==> config.mk <==
export PLATFORM = sky130hd
export DESIGN_NAME = spi_frame_transmitter
export DESIGN_NICKNAME = d
export VERILOG_FILES = /design/src/rtl/spi_frame_transmitter.sv
export SDC_FILE = /design/constraint.sdc
export NUM_CORES = 1
export LEC_CHECK = 0
export ABC_AREA = 1
export CORE_MARGIN = 3
export CORE_UTILIZATION = 40
export CTS_CLUSTER_DIAMETER = 80
export DETAILED_ROUTE_END_ITERATION = 6
export GPL_TIMING_DRIVEN = 0
export PLACE_DENSITY = 0.61
export RECOVER_POWER = 50
export SLEW_MARGIN = 25
export SYNTH_ARGS = -nofsm -noshare
export SYNTH_HDL_FRONTEND = slang
export SYNTH_SLANG_ARGS = --single-unit
==> constraint.sdc <==
create_clock -name s_clk -period 1.6 [get_ports s_clk]
set_input_delay 0.32 -clock s_clk [delete_from_list [all_inputs] [get_ports s_clk]]
set_output_delay 0.32 -clock s_clk [all_outputs]
set_load 0.03 [all_outputs]
==> src/rtl/spi_frame_transmitter.sv <==
// spi_frame_transmitter
//
// Upstream stage of the SPI audio link. Parallel samples arrive through a
// valid/ready handshake and are buffered in a small FIFO. Each sample is then
// serialised MSB-first as one frame:
//   - cs is held low for FRAME_LEN clocks: DATA_W data bits, then zero padding;
//   - cs is then held high for at least GAP_CYCLES clocks.
// When samples are queued back to back, the next frame launches on the last
// gap edge, which gives a frame period of FRAME_LEN + GAP_CYCLES clocks.
//
// Ports:
//   s_clk        serial clock; all state updates on posedge
//   reset        asynchronous, active-low reset
//   in_valid     upstream sample valid
//   in_data      upstream sample (DATA_W bits)
//   in_ready     FIFO can accept a sample (not full)
//   cs           chip-select to the receiver, active-low
//   mosi         serial data to the receiver
//   busy         high whenever the frame FSM is not idle
//   frame_done   one-cycle pulse in the first cs-high clock after a frame
//   fifo_count   current FIFO occupancy
//   frames_sent  count of completed frames, wraps at 16 bits

module spi_frame_transmitter #(
    parameter int DATA_W     = 16,
    parameter int FRAME_LEN  = 35,
    parameter int GAP_CYCLES = 2,
    parameter int FIFO_DEPTH = 4
) (
    input  logic                        s_clk,
    input  logic                        reset,
    input  logic                        in_valid,
    input  logic [DATA_W-1:0]           in_data,
    output logic                        in_ready,
    output logic                        cs,
    output logic                        mosi,
    output logic                        busy,
    output logic                        frame_done,
    output logic [$clog2(FIFO_DEPTH):0] fifo_count,
    output logic [15:0]                 frames_sent
);

    localparam int AW = $clog2(FIFO_DEPTH);
    localparam int CW = $clog2(FRAME_LEN + GAP_CYCLES + 1);

    localparam logic [1:0] IDLE  = 2'd0;
    localparam logic [1:0] SHIFT = 2'd1;
    localparam logic [1:0] PAD   = 2'd2;
    localparam logic [1:0] GAP   = 2'd3;

    // Terminal values of the shared per-state cycle counter.
    localparam logic [CW-1:0] SHIFT_LAST = CW'(DATA_W - 1);
    localparam logic [CW-1:0] PAD_LAST   = CW'(FRAME_LEN - DATA_W - 1);
    localparam logic [CW-1:0] GAP_LAST   = CW'(GAP_CYCLES - 1);
    localparam logic [AW:0]   FULL_COUNT = (AW + 1)'(FIFO_DEPTH);
    localparam bit            HAS_PAD    = (FRAME_LEN > DATA_W);

    logic [1:0]        state;
    logic [CW-1:0]     cnt;
    logic [DATA_W-1:0] shreg;
    logic [DATA_W-1:0] mem [FIFO_DEPTH];
    logic [AW-1:0]     wr_ptr;
    logic [AW-1:0]     rd_ptr;
    logic [AW:0]       count_next;
    logic              push;
    logic              pop;
    logic              fifo_empty;
    logic              gap_end;
    logic              frame_end;

    assign fifo_empty = (fifo_count == '0);
    assign push       = in_valid && in_ready;
    assign gap_end    = (state == GAP) && (cnt == GAP_LAST);

    // A frame launches from IDLE, or on the last gap edge, whenever a sample
    // is already queued. The launch is the FIFO pop.
    assign pop = !fifo_empty && ((state == IDLE) || gap_end);

    // Without padding, the last SHIFT edge doubles as the frame-end edge.
    assign frame_end = HAS_PAD ? ((state == PAD) && (cnt == PAD_LAST))
                               : ((state == SHIFT) && (cnt == SHIFT_LAST));

    assign busy = (state != IDLE);

    // Occupancy after this edge. A push and a pop in the same cycle cancel.
    always_comb begin
        count_next = fifo_count;
        if (push && !pop) begin
            count_next = fifo_count + 1'b1;
        end else if (!push && pop) begin
            count_next = fifo_count - 1'b1;
        end
    end

    // FIFO pointers and occupancy. in_ready is registered from the
    // next-state occupancy, so it is exactly !full without a combinational
    // output path.
    always_ff @(posedge s_clk or negedge reset) begin
        if (!reset) begin
            wr_ptr     <= '0;
            rd_ptr     <= '0;
            fifo_count <= '0;
            in_ready   <= 1'b1;
        end else begin
            if (push) begin
                wr_ptr <= wr_ptr + 1'b1;
            end
            if (pop) begin
                rd_ptr <= rd_ptr + 1'b1;
            end
            fifo_count <= count_next;
            in_ready   <= (count_next != FULL_COUNT);
        end
    end

    // Sample storage. Contents need no reset because occupancy guards every read.
    always_ff @(posedge s_clk) begin
        if (push) begin
            mem[wr_ptr] <= in_data;
        end
    end

    // Frame FSM. The sample is copied into shreg at launch, so later FIFO
    // writes cannot disturb the frame in flight. mosi is taken from the top
    // of shreg before each shift.
    always_ff @(posedge s_clk or negedge reset) begin
        if (!reset) begin
            state       <= IDLE;
            cnt         <= '0;
            shreg       <= '0;
            cs          <= 1'b1;
            mosi        <= 1'b0;
            frame_done  <= 1'b0;
            frames_sent <= '0;
        end else begin
            frame_done <= 1'b0;
            if (pop) begin
                shreg <= mem[rd_ptr];
                mosi  <= mem[rd_ptr][DATA_W-1];
                cs    <= 1'b0;
                cnt   <= '0;
                state <= SHIFT;
            end else if (frame_end) begin
                cs          <= 1'b1;
                mosi        <= 1'b0;
                frame_done  <= 1'b1;
                frames_sent <= frames_sent + 1'b1;
                cnt         <= '0;
                state       <= GAP;
            end else begin
                case (state)
                    SHIFT: begin
                        if (cnt == SHIFT_LAST) begin
                            mosi  <= 1'b0;
                            cnt   <= '0;
                            state <= PAD;
                        end else begin
                            mosi  <= shreg[DATA_W-2];
                            shreg <= shreg << 1;
                            cnt   <= cnt + 1'b1;
                        end
                    end
                    PAD: begin
                        cnt <= cnt + 1'b1;
                    end
                    GAP: begin
                        // A gap end with a queued sample is handled by the pop branch.
                        if (gap_end) begin
                            cnt   <= '0;
                            state <= IDLE;
                        end else begin
                            cnt <= cnt + 1'b1;
                        end
                    end
                    default: begin
                    end
                endcase
            end
        end
    end

endmodule

==> impl_metrics.json, run 1 <==
{
  "synth_area_per_cell_um2": 11.08,
  "synth_compound_gate_area_share_pct": 10.35,
  "gp_congestion": 0.7842,
  "synth.area.mux_share_pct": 0.1968,
  "drv_slew": 0,
  "cp-end-kind": "register",
  "drive_above_1_share_pct": 30.20,
  "power_mw": 14.14,
  "grt_pass1_wl_mm": 18.06,
  "synth_edf_count": 64,
  "track_usage_pct": 16.64,
  "yosys.area.top_type": "edfxtp_1",
  "synth_top_area_share_pct": 37.78,
  "seq_area_frac_synth_pct": 62.42,
  "async_flop_share_pct": 43.86,
  "slew_headroom_pct": 53.89,
  "root_buffer": "clkbuf_16",
  "fin_ws_ns": -0.1015,
  "cp-start-kind": "register",
  "cp_max_fo": 5,
  "yosys-top-cells-count": "nand2_1, edfxtp_1, nor2_1",
  "finalNonFillerCells": 731,
  "ys_ff_latch": 114,
  "hold_viol_final": 0,
  "syn_inst": 459,
  "overflow": 0,
  "synth.distinct_cells": 40,
  "core-area_mm2": 0.01221,
  "ys_warn_count": 0,
  "clock-skew-final_ns": 0.008991,
  "post-route-drc-count": 0,
  "numCtsBuffers": 17,
  "irDropWorstVdd_mv": 1.086,
  "fmaxAchievable_mhz": 587.7,
  "worstMarginPinSlew_ns": 0.6916,
  "dpl_cell_area_mm2": 0.005731,
  "syn_to_final_growth_pct": 36.99,
  "cts.htree.levels": 4,
  "drt_iter0_drc": 213,
  "rows": 40,
  "antenna_found_initial": 0,
  "syn_nets": 489,
  "setup_viol": 22,
  "critPathRequiredTime_ns": 1.91,
  "yosys-top-cells-area": "edfxtp_1, dfrtp_1, nand2_1",
  "cts_buffer_depth": 2,
  "max_cap_violations": 0,
  "violations": "setup timing",
  "cts_sinks": 114,
  "final_core_util_pct": 57.07,
  "status": "finished with violations",
  "critPathKind": "register to register",
  "clock_latency_ns": 0.42,
  "dp_hpwl_mm": 6.805,
  "drtPass1Iterations": 5,
  "fin_crit_ns": 1.702,
  "start_util_pct": 41.66,
  "cts_tree": "done",
  "period_share_pct": 106.3,
  "worstHoldPathType": "register to register",
  "grt_pass1_vias": 3613,
  "fin_area_mm2": 0.006969,
  "clk_transition_reported_paths_ns": 0.05,
  "die_w_um": 118.8,
  "nNetsFinal": 580,
  "powerDensity_mw_per_mm2": 2029,
  "synthXorXnorAreaFrac_pct": 3.615,
  "wl_per_cell_um": 15.51,
  "synth.most_common_cell": "nand2_1",
  "rsz0062_at_grt": "true",
  "placed_cells": 669,
  "synth_top_family_by_area": "simple AND/OR/NAND/NOR gates",
  "vias": 3595,
  "cp.arrival_ns": 2.01,
  "via_per_inst": 4.918,
  "yosys.area_share.simple_pct": 15.74,
  "synthAdderAreaFrac_pct": 2.705,
  "total_leakage_power_nw": 2.871,
  "grt_max_degree": 51,
  "ys.flop_type": "edfxtp_1",
  "pin_count": 43,
  "ant_nets": 0,
  "wl_mm": 11.34,
  "die_area_mm2": 0.01411,
  "antenna_cells": 0,
  "whs_ns": 0.5008,
  "port_buffers": 42,
  "die_h_um": 118.8,
  "netlist_area_mm2": 0.005087
}
## cells in the final DEF, fill, tap and decap left out, types with 3 or more instances in the layout
| master | n |
|---|---|
| a21oi_1 | 7 |
| buf_4 | 18 |
| dlygate4sd2_1 | 12 |
| nand2_8 | 4 |
| o211ai_2 | 6 |
| ha_1 | 7 |
| o21ai_0 | 37 |
| xor2_1 | 13 |
| dlygate4sd3_1 | 17 |
| clkbuf_1 | 3 |
| o21ai_1 | 9 |
| clkdlybuf4s15_1 | 4 |
| inv_1 | 33 |
| nor2_2 | 10 |
| dfrtp_2 | 9 |
| clkbuf_16 | 17 |
| nor2_4 | 10 |
| nor3_1 | 4 |
| clkdlybuf4s15_2 | 6 |
| dfrtp_1 | 39 |
| clkbuf_8 | 3 |
| nand2_4 | 6 |
| inv_2 | 5 |
| buf_8 | 4 |
| nand2_2 | 11 |
| buf_6 | 6 |
| o21ai_2 | 4 |
| edfxtp_1 | 64 |
| o22ai_1 | 14 |
| xnor2_1 | 8 |
| clkbuf_2 | 7 |
| ha_4 | 3 |
| nand2_1 | 61 |
| clkinvlp_4 | 4 |
| nor2_1 | 47 |
| nand3_1 | 9 |
| bufinv_16 | 3 |
| buf_12 | 6 |
## power by group
group / leakage, nW / internal (mW) / switching (mW)
sequential: 1.20 / 3.87 / 0.436
combinational: 1.38 / 2.55 / 3.43
clock: 0.285 / 2.56 / 1.30
total: 2.87 / 8.98 / 5.16
## cell type report
class	instances	area (um2)
fillers	1057	5243
clock buffers	23	478.0
multi-input cells	290	1937
well taps	168	210.2
flip-flops and latches	114	3187
plain buffers	13	113.9
inverters	41	163.9
repair buffers	73	749.5
clock inverters	9	130.1
## worst max-delay path, cell delays in order (launching register included)
cell and delay [ns]:
dfrtp_1 0.41, inv_2 0.09, ha_4 0.14, nand3_4 0.08, o21bai_4 0.26, buf_6 0.16, nand2_8 0.07, buf_8 0.15
o21ai_2 0.14, a21oi_1 0.08
## through the flow
stage	TNS [ns]	setup WS, ns
2_1_floorplan	-6.398	-0.09996
3_3_place_gp	-108.68	-1.520
3_5_place_dp	-44.55	-0.6673
4_1_cts	-0.7990	-0.2413
5_1_grt	-7.062	-0.1835
6_report	-1.229	-0.1015
## final timing paths
check / startpoint / endpoint / slack [ns] / cells after the start
hold reg to reg: shreg[13] / shreg[13] / 0.50 / 2
max in group asynchronous: reset / fifo_count[1] / 0.58 / 2
min in group asynchronous: reset / frames_sent[9] / 0.51 / 2
setup / recovery: cnt[1] / shreg[7] / -0.10 / 9
setup reg to reg: cnt[1] / shreg[7] / -0.10 / 9
hold / removal: shreg[13] / shreg[13] / 0.50 / 2
## state kept, by name, summed over array words and instances (netlist names)
signal	cells
cnt	6
cs	1
fifo_count	3
frame_done	1
frames_sent	16
in_ready	1
mem	64
mosi	1
rd_ptr	2
shreg	15
state	2
wr_ptr	2
## kinds of logic after synthesis
family | after synthesis
compound gates | 85
xor+xnor | 21
fa+ha+maj | 11
simple gates | 171
mux | 1
buf+inv | 56
flops | 114
## timing repair
action | 4_1_cts | 5_1_grt
gates resized for setup | 77 | 64
setup endpoints to repair | 117 | 102
setup buffers | 22 | 6
pin swaps | 12 | 15
gates cloned | 3 | 0
hold endpoints to repair | 48 | 0
hold buffers | 1 | 0
## routing by layer
metal	global-route usage [%]	share of wire (%)	vias to the layer above
met5	0	0	-
met1	20.84	43	1764
met3	4.880	4.8	18
met2	26.47	50	67
li1	-	-	1746
met4	7.965	2.0	0
(Power assumes the default switching activity.)
==> inputs of run 2 (changes only) <==
- SKIP_LAST_GASP: not set -> 1
==> impl_metrics.json, run 2 (synthesis gave the netlist of run 1 again) <==
{
  "status": "finished with violations",
  "violations": "setup timing",
  "root_buffer": "clkbuf_16",
  "setup_viol": 22,
  "layout_commonest_cell": "edfxtp_1",
  "antenna_cells": 0,
  "vias": 3619,
  "overflow": 0,
  "powerDensity_mw_per_mm2": 2028,
  "die_area_mm2": 0.01411,
  "cp_slowest_stage_delay_ns": 0.41,
  "top_register": "mem",
  "port_buffers": 42,
  "tns_ns": -1.205,
  "grt_pass1_vias": 3613,
  "grt_max_degree": 51,
  "critPathKind": "register to register",
  "numCtsBuffers": 17,
  "max_cap_violations": 0,
  "cp-startpoint": "cnt[1]",
  "cts_tree": "done",
  "wl_per_cell_um": 15.57,
  "cp-start-kind": "register",
  "final_core_util_pct": 57.01,
  "clk_transition_reported_paths_ns": 0.05,
  "cts.htree.levels": 4,
  "worstHoldPathType": "register to register",
  "start_util_pct": 41.66,
  "final_cell_mix": "edfxtp_1, nand2_1, nor2_1",
  "die_h_um": 118.8,
  "ant_nets": 0,
  "total_leakage_power_nw": 2.872,
  "drtPass1Iterations": 4,
  "period_share_pct": 106.3,
  "fin_ws_ns": -0.1001,
  "critPathBufInv": 3,
  "post-place-ws_ns": -0.6673,
  "cp-end-kind": "register",
  "drt_iter0_drc": 185,
  "via_per_inst": 4.951,
  "hold_viol_final": 0,
  "top_regs": "mem: 64 flops, frames_sent: 16 flops, shreg: 15 flops",
  "finalNonFillerCells": 731,
  "gp_congestion": 0.7842,
  "irDropWorstVdd_mv": 1.085,
  "regToRegStartpoint": "cnt[1]",
  "cts_buffer_depth": 2,
  "p_int_mw": 8.963,
  "combinationalPowerShare_pct": 42.2,
  "fin_crit_ns": 1.700,
  "clock_latency_ns": 0.42,
  "syn_to_final_growth_pct": 36.84,
  "drive_above_1_share_pct": 29.66,
  "p_sw_share_pct": 36.53,
  "critPathTopFamily": "compound AO/OA/AOI/OAI gates",
  "clock-skew-final_ns": 0.008571,
  "largest_reg_flops": 64,
  "critPathSlowestCell": "dfrtp_1",
  "post-route-drc-count": 0,
  "fin_area_mm2": 0.006962,
  "antenna_found_initial": 0,
  "rsz0062_at_grt": "true",
  "power_frac_seq_pct": 30.5,
  "track_usage_pct": 16.64,
  "worstPathCellList": "inv_2 > ha_4 > nand3_4 > o21bai_4 > buf_6 > nand2_8 > buf_8 > o21ai_2 > a21oi_1",
  "dpl_cell_area_mm2": 0.005731,
  "worstMarginPinSlew_ns": 0.6936,
  "cts_sinks": 114,
  "drv_slew": 0,
  "slew_headroom_pct": 53.76,
  "critPathRequiredTime_ns": 1.91,
  "cp.arrival_ns": 2.01,
  "grt_pass1_wl_mm": 18.06,
  "pin_count": 43,
  "dp_hpwl_mm": 6.805,
  "power.switching_mw": 5.158,
  "cp_max_fo": 5,
  "hp-start": "shreg[13]",
  "die_w_um": 118.8,
  "rows": 40,
  "placed_cells": 669,
  "nNetsFinal": 580,
  "fmaxAchievable_mhz": 588.2,
  "clkPwrFrac_pct": 27.3,
  "core-area_mm2": 0.01221,
  "wl_mm": 11.39
}
[run 2: cell type report]
type	count	area, um2
repair buffers	73	749.5
fillers	1055	5250
well taps	168	210.2
inverters	41	163.9
multi-input cells	290	1929
flip-flops and latches	114	3187
clock inverters	9	130.1
clock buffers	23	478.0
plain buffers	13	113.9
[run 2: through the flow]
stage	hold WS, ns	power, mW
4_1_cts	0.4868	13.50
3_3_place_gp	0.4723	8.545
5_1_grt	0.5084	14.97
3_5_place_dp	0.3952	8.638
2_1_floorplan	0.02441	7.431
6_report	0.5009	14.12
[run 2: power by group through the flow]
| stage | Clock (mW) | Sequential (mW) | Combinational, mW |
|---|---|---|---|
| finish | 3.86 | 4.31 | 5.95 |
| global route | 4.07 | 4.38 | 6.52 |
| CTS | 3.93 | 4.26 | 5.32 |
| detailed placement | 0 | 4.24 | 4.39 |
| global placement | 0 | 4.22 | 4.32 |
| floorplan | 0 | 4.27 | 3.16 |
[run 2: tightest hold or removal path, delay by kind of cell, from the launching register on]
family	cells	cell delay [ns]
flip-flops	1	0.36
AO/OA/AOI/OAI	1	0.07
buffers and inverters	1	0.04
[run 2: timing repair]
item,in CTS,in global routing
gates cloned,3,0
buffers inserted,22,6
pin swaps,12,14
hold buffers,1,0
resized for setup,77,60
hold endpoints to repair,48,0
endpoints found under the setup margin,117,102
[run 2: metal layers]
metal  vias to the layer above  track usage, %  part of all wire [%]
li1                       1747               -                     -
met1                      1783           20.84                    44
met2                        71           26.47                    50
met3                        18           4.880                   4.5
met4                         0           7.965                   2.0
met5                         -               0                     0
[run 2: final timing paths]
| kind | endpoint | slack, ns | cells past startpoint |
|---|---|---|---|
| worst max-delay path | shreg[7] | -0.10 | 9 |
| worst min-delay path | shreg[13] | 0.50 | 2 |
| worst max register to register | shreg[7] | -0.10 | 9 |
| worst min register to register | shreg[13] | 0.50 | 2 |
| max in group asynchronous | fifo_count[1] | 0.58 | 2 |
| min in group asynchronous | frames_sent[9] | 0.51 | 2 |
==> inputs of run 3 (changes only) <==
- ABC_CLOCK_PERIOD_IN_PS: not set -> 1600
- GPL_TIMING_DRIVEN: 0 -> not set
==> impl_metrics.json, run 3 (synthesis gave the netlist of run 1 again) <==
{
  "layout_commonest_cell": "nand2_1",
  "hp-start": "shreg[13]",
  "antenna_cells": 0,
  "top_regs": "mem: 64 flops, frames_sent: 16 flops, shreg: 15 flops",
  "final_core_util_pct": 56.06,
  "fin_ws_ns": 0.02479,
  "final_cell_mix": "nand2_1, edfxtp_1, nor2_1",
  "core-area_mm2": 0.01221,
  "worstReg2RegEnd": "shreg[14]",
  "ant_nets": 0,
  "period_share_pct": 98.45,
  "drv_slew": 0,
  "cp-end-kind": "register",
  "track_usage_pct": 15.46,
  "status": "finished clean",
  "rsz0062_at_grt": "true",
  "grt_max_degree": 51,
  "reg2reg_depth": 9,
  "gp_congestion": 0.7903,
  "drt_iter0_drc": 202,
  "whs_ns": 0.4897,
  "start_util_pct": 41.66,
  "die_h_um": 118.8,
  "slew_headroom_pct": 54.68,
  "worstSetupEndpoint": "shreg[14]",
  "cts_buffer_depth": 2,
  "vias": 3546,
  "wl_mm": 10.17,
  "numCtsBuffers": 17,
  "grt_pass1_wl_mm": 17.28,
  "fin_area_mm2": 0.006845,
  "drive_above_1_share_pct": 26.55,
  "regToRegStartpoint": "cnt[1]",
  "dpl_cell_area_mm2": 0.006060,
  "rows": 40,
  "critPathRequiredTime_ns": 1.90,
  "root_buffer": "clkbuf_16",
  "cp_max_fo": 24,
  "via_per_inst": 4.838,
  "post-place-ws_ns": -0.1287,
  "placed_cells": 694,
  "cp-startpoint": "cnt[1]",
  "cts_tree": "done",
  "largest_reg_flops": 64,
  "cts_sinks": 114,
  "post-route-drc-count": 0,
  "total_leakage_power_nw": 2.886,
  "die_w_um": 118.8,
  "die_area_mm2": 0.01411,
  "tns_ns": 0,
  "critPathSlowestCell": "dfrtp_1",
  "critPathKind": "register to register",
  "nNetsFinal": 582,
  "wl_per_cell_um": 13.88,
  "powerDensity_mw_per_mm2": 1973,
  "worstMarginPinSlew_ns": 0.6797,
  "setup_viol": 0,
  "cp_slowest_stage_delay_ns": 0.35,
  "grt_pass1_vias": 3607,
  "cp-start-kind": "register",
  "fmaxAchievable_mhz": 634.8,
  "clock-skew-final_ns": 0.005399,
  "r2r_setup_slack_ns": 0.02,
  "max_cap_violations": 0,
  "dp_hpwl_mm": 6.783,
  "power_mw": 13.51,
  "worstHoldPathType": "register to register",
  "overflow": 0,
  "antenna_found_initial": 0,
  "top_register": "mem",
  "hold_viol_final": 0,
  "cp.arrival_ns": 1.87,
  "clock_latency_ns": 0.41,
  "irDropWorstVdd_mv": 0.7800,
  "cts.htree.levels": 4,
  "finalNonFillerCells": 733,
  "drtPass1Iterations": 4,
  "fin_crit_ns": 1.575,
  "port_buffers": 42,
  "syn_to_final_growth_pct": 34.55,
  "pin_count": 43,
  "clk_transition_reported_paths_ns": 0.05,
  "worstPathCellList": "buf_4 > ha_1 > nand2_1 > nor2_2 > nand2_2 > nand2_4 > nand2_8 > o21ai_0 > nor2_1"
}
run 3: cell types whose count changed in the layout (fill, tap and decap cells not counted), sizes merged:
| cell | before | now |
|---|---|---|
| clkinv | 3 | 9 |
| nand2 | 82 | 81 |
| bufinv | 3 | 5 |
| clkinvlp | 4 | 0 |
| clkbuf | 33 | 24 |
| clkdlybuf4s15 | 10 | 7 |
| dlygate4sd2 | 12 | 13 |
| buf | 36 | 46 |
run 3: per-layer routing:
| layer | routed length, um | GRT usage, % |
|---|---|---|
| met4 | 173 | 5.720 |
| met3 | 520 | 5.981 |
| met5 | 0 | 0 |
| met2 | 4738 | 23.84 |
| met1 | 4741 | 19.81 |
run 3: where the power goes:
group / switching (mW) / internal (mW) / total [mW]
clock: 1.24 / 2.73 / 3.97
sequential: 0.290 / 3.86 / 4.15
combinational: 3.12 / 2.26 / 5.38
run 3: critical path: cells and delay by family, from the launching register on:
family,cells,cell delay (ns)
DFF,1,0.35
AOI/OAI and AO/OA,1,0.18
and+or+nand+nor,6,0.64
buffers and inverters,1,0.13
adders and majority gates,1,0.15
run 3: worst min-delay path by stage:
stage / end / slack [ns] / cells past startpoint
final: shreg[13] / 0.49 / 2
after global routing: shreg[13] / 0.52 / 2
after CTS: frames_sent[6] / 0.45 / 3
after detailed placement: frames_sent[6] / 0.34 / 2
after global placement: frames_sent[7] / 0.33 / 2
after floorplan: cnt[0] / 0.02 / 0
run 3: what timing repair did:
| action | CTS | global route |
|---|---|---|
| setup buffers | 0 | 6 |
| hold buffers | 1 | 0 |
| endpoints found under the setup margin | 33 | 35 |
| pin swaps | 2 | 18 |
| gates cloned | 0 | 0 |
| gates resized for setup | 39 | 48 |
| endpoints found under the hold margin | 48 | 0 |
run 3: layout make-up:
class	count	area, um2
inverter	41	161.4
sequential	114	3182
clock buffer	19	432.9
timing repair buffer	89	855.8
tap	168	210.2
multi-input combinational	289	1813
fill	1041	5366
clock inverter	13	190.2
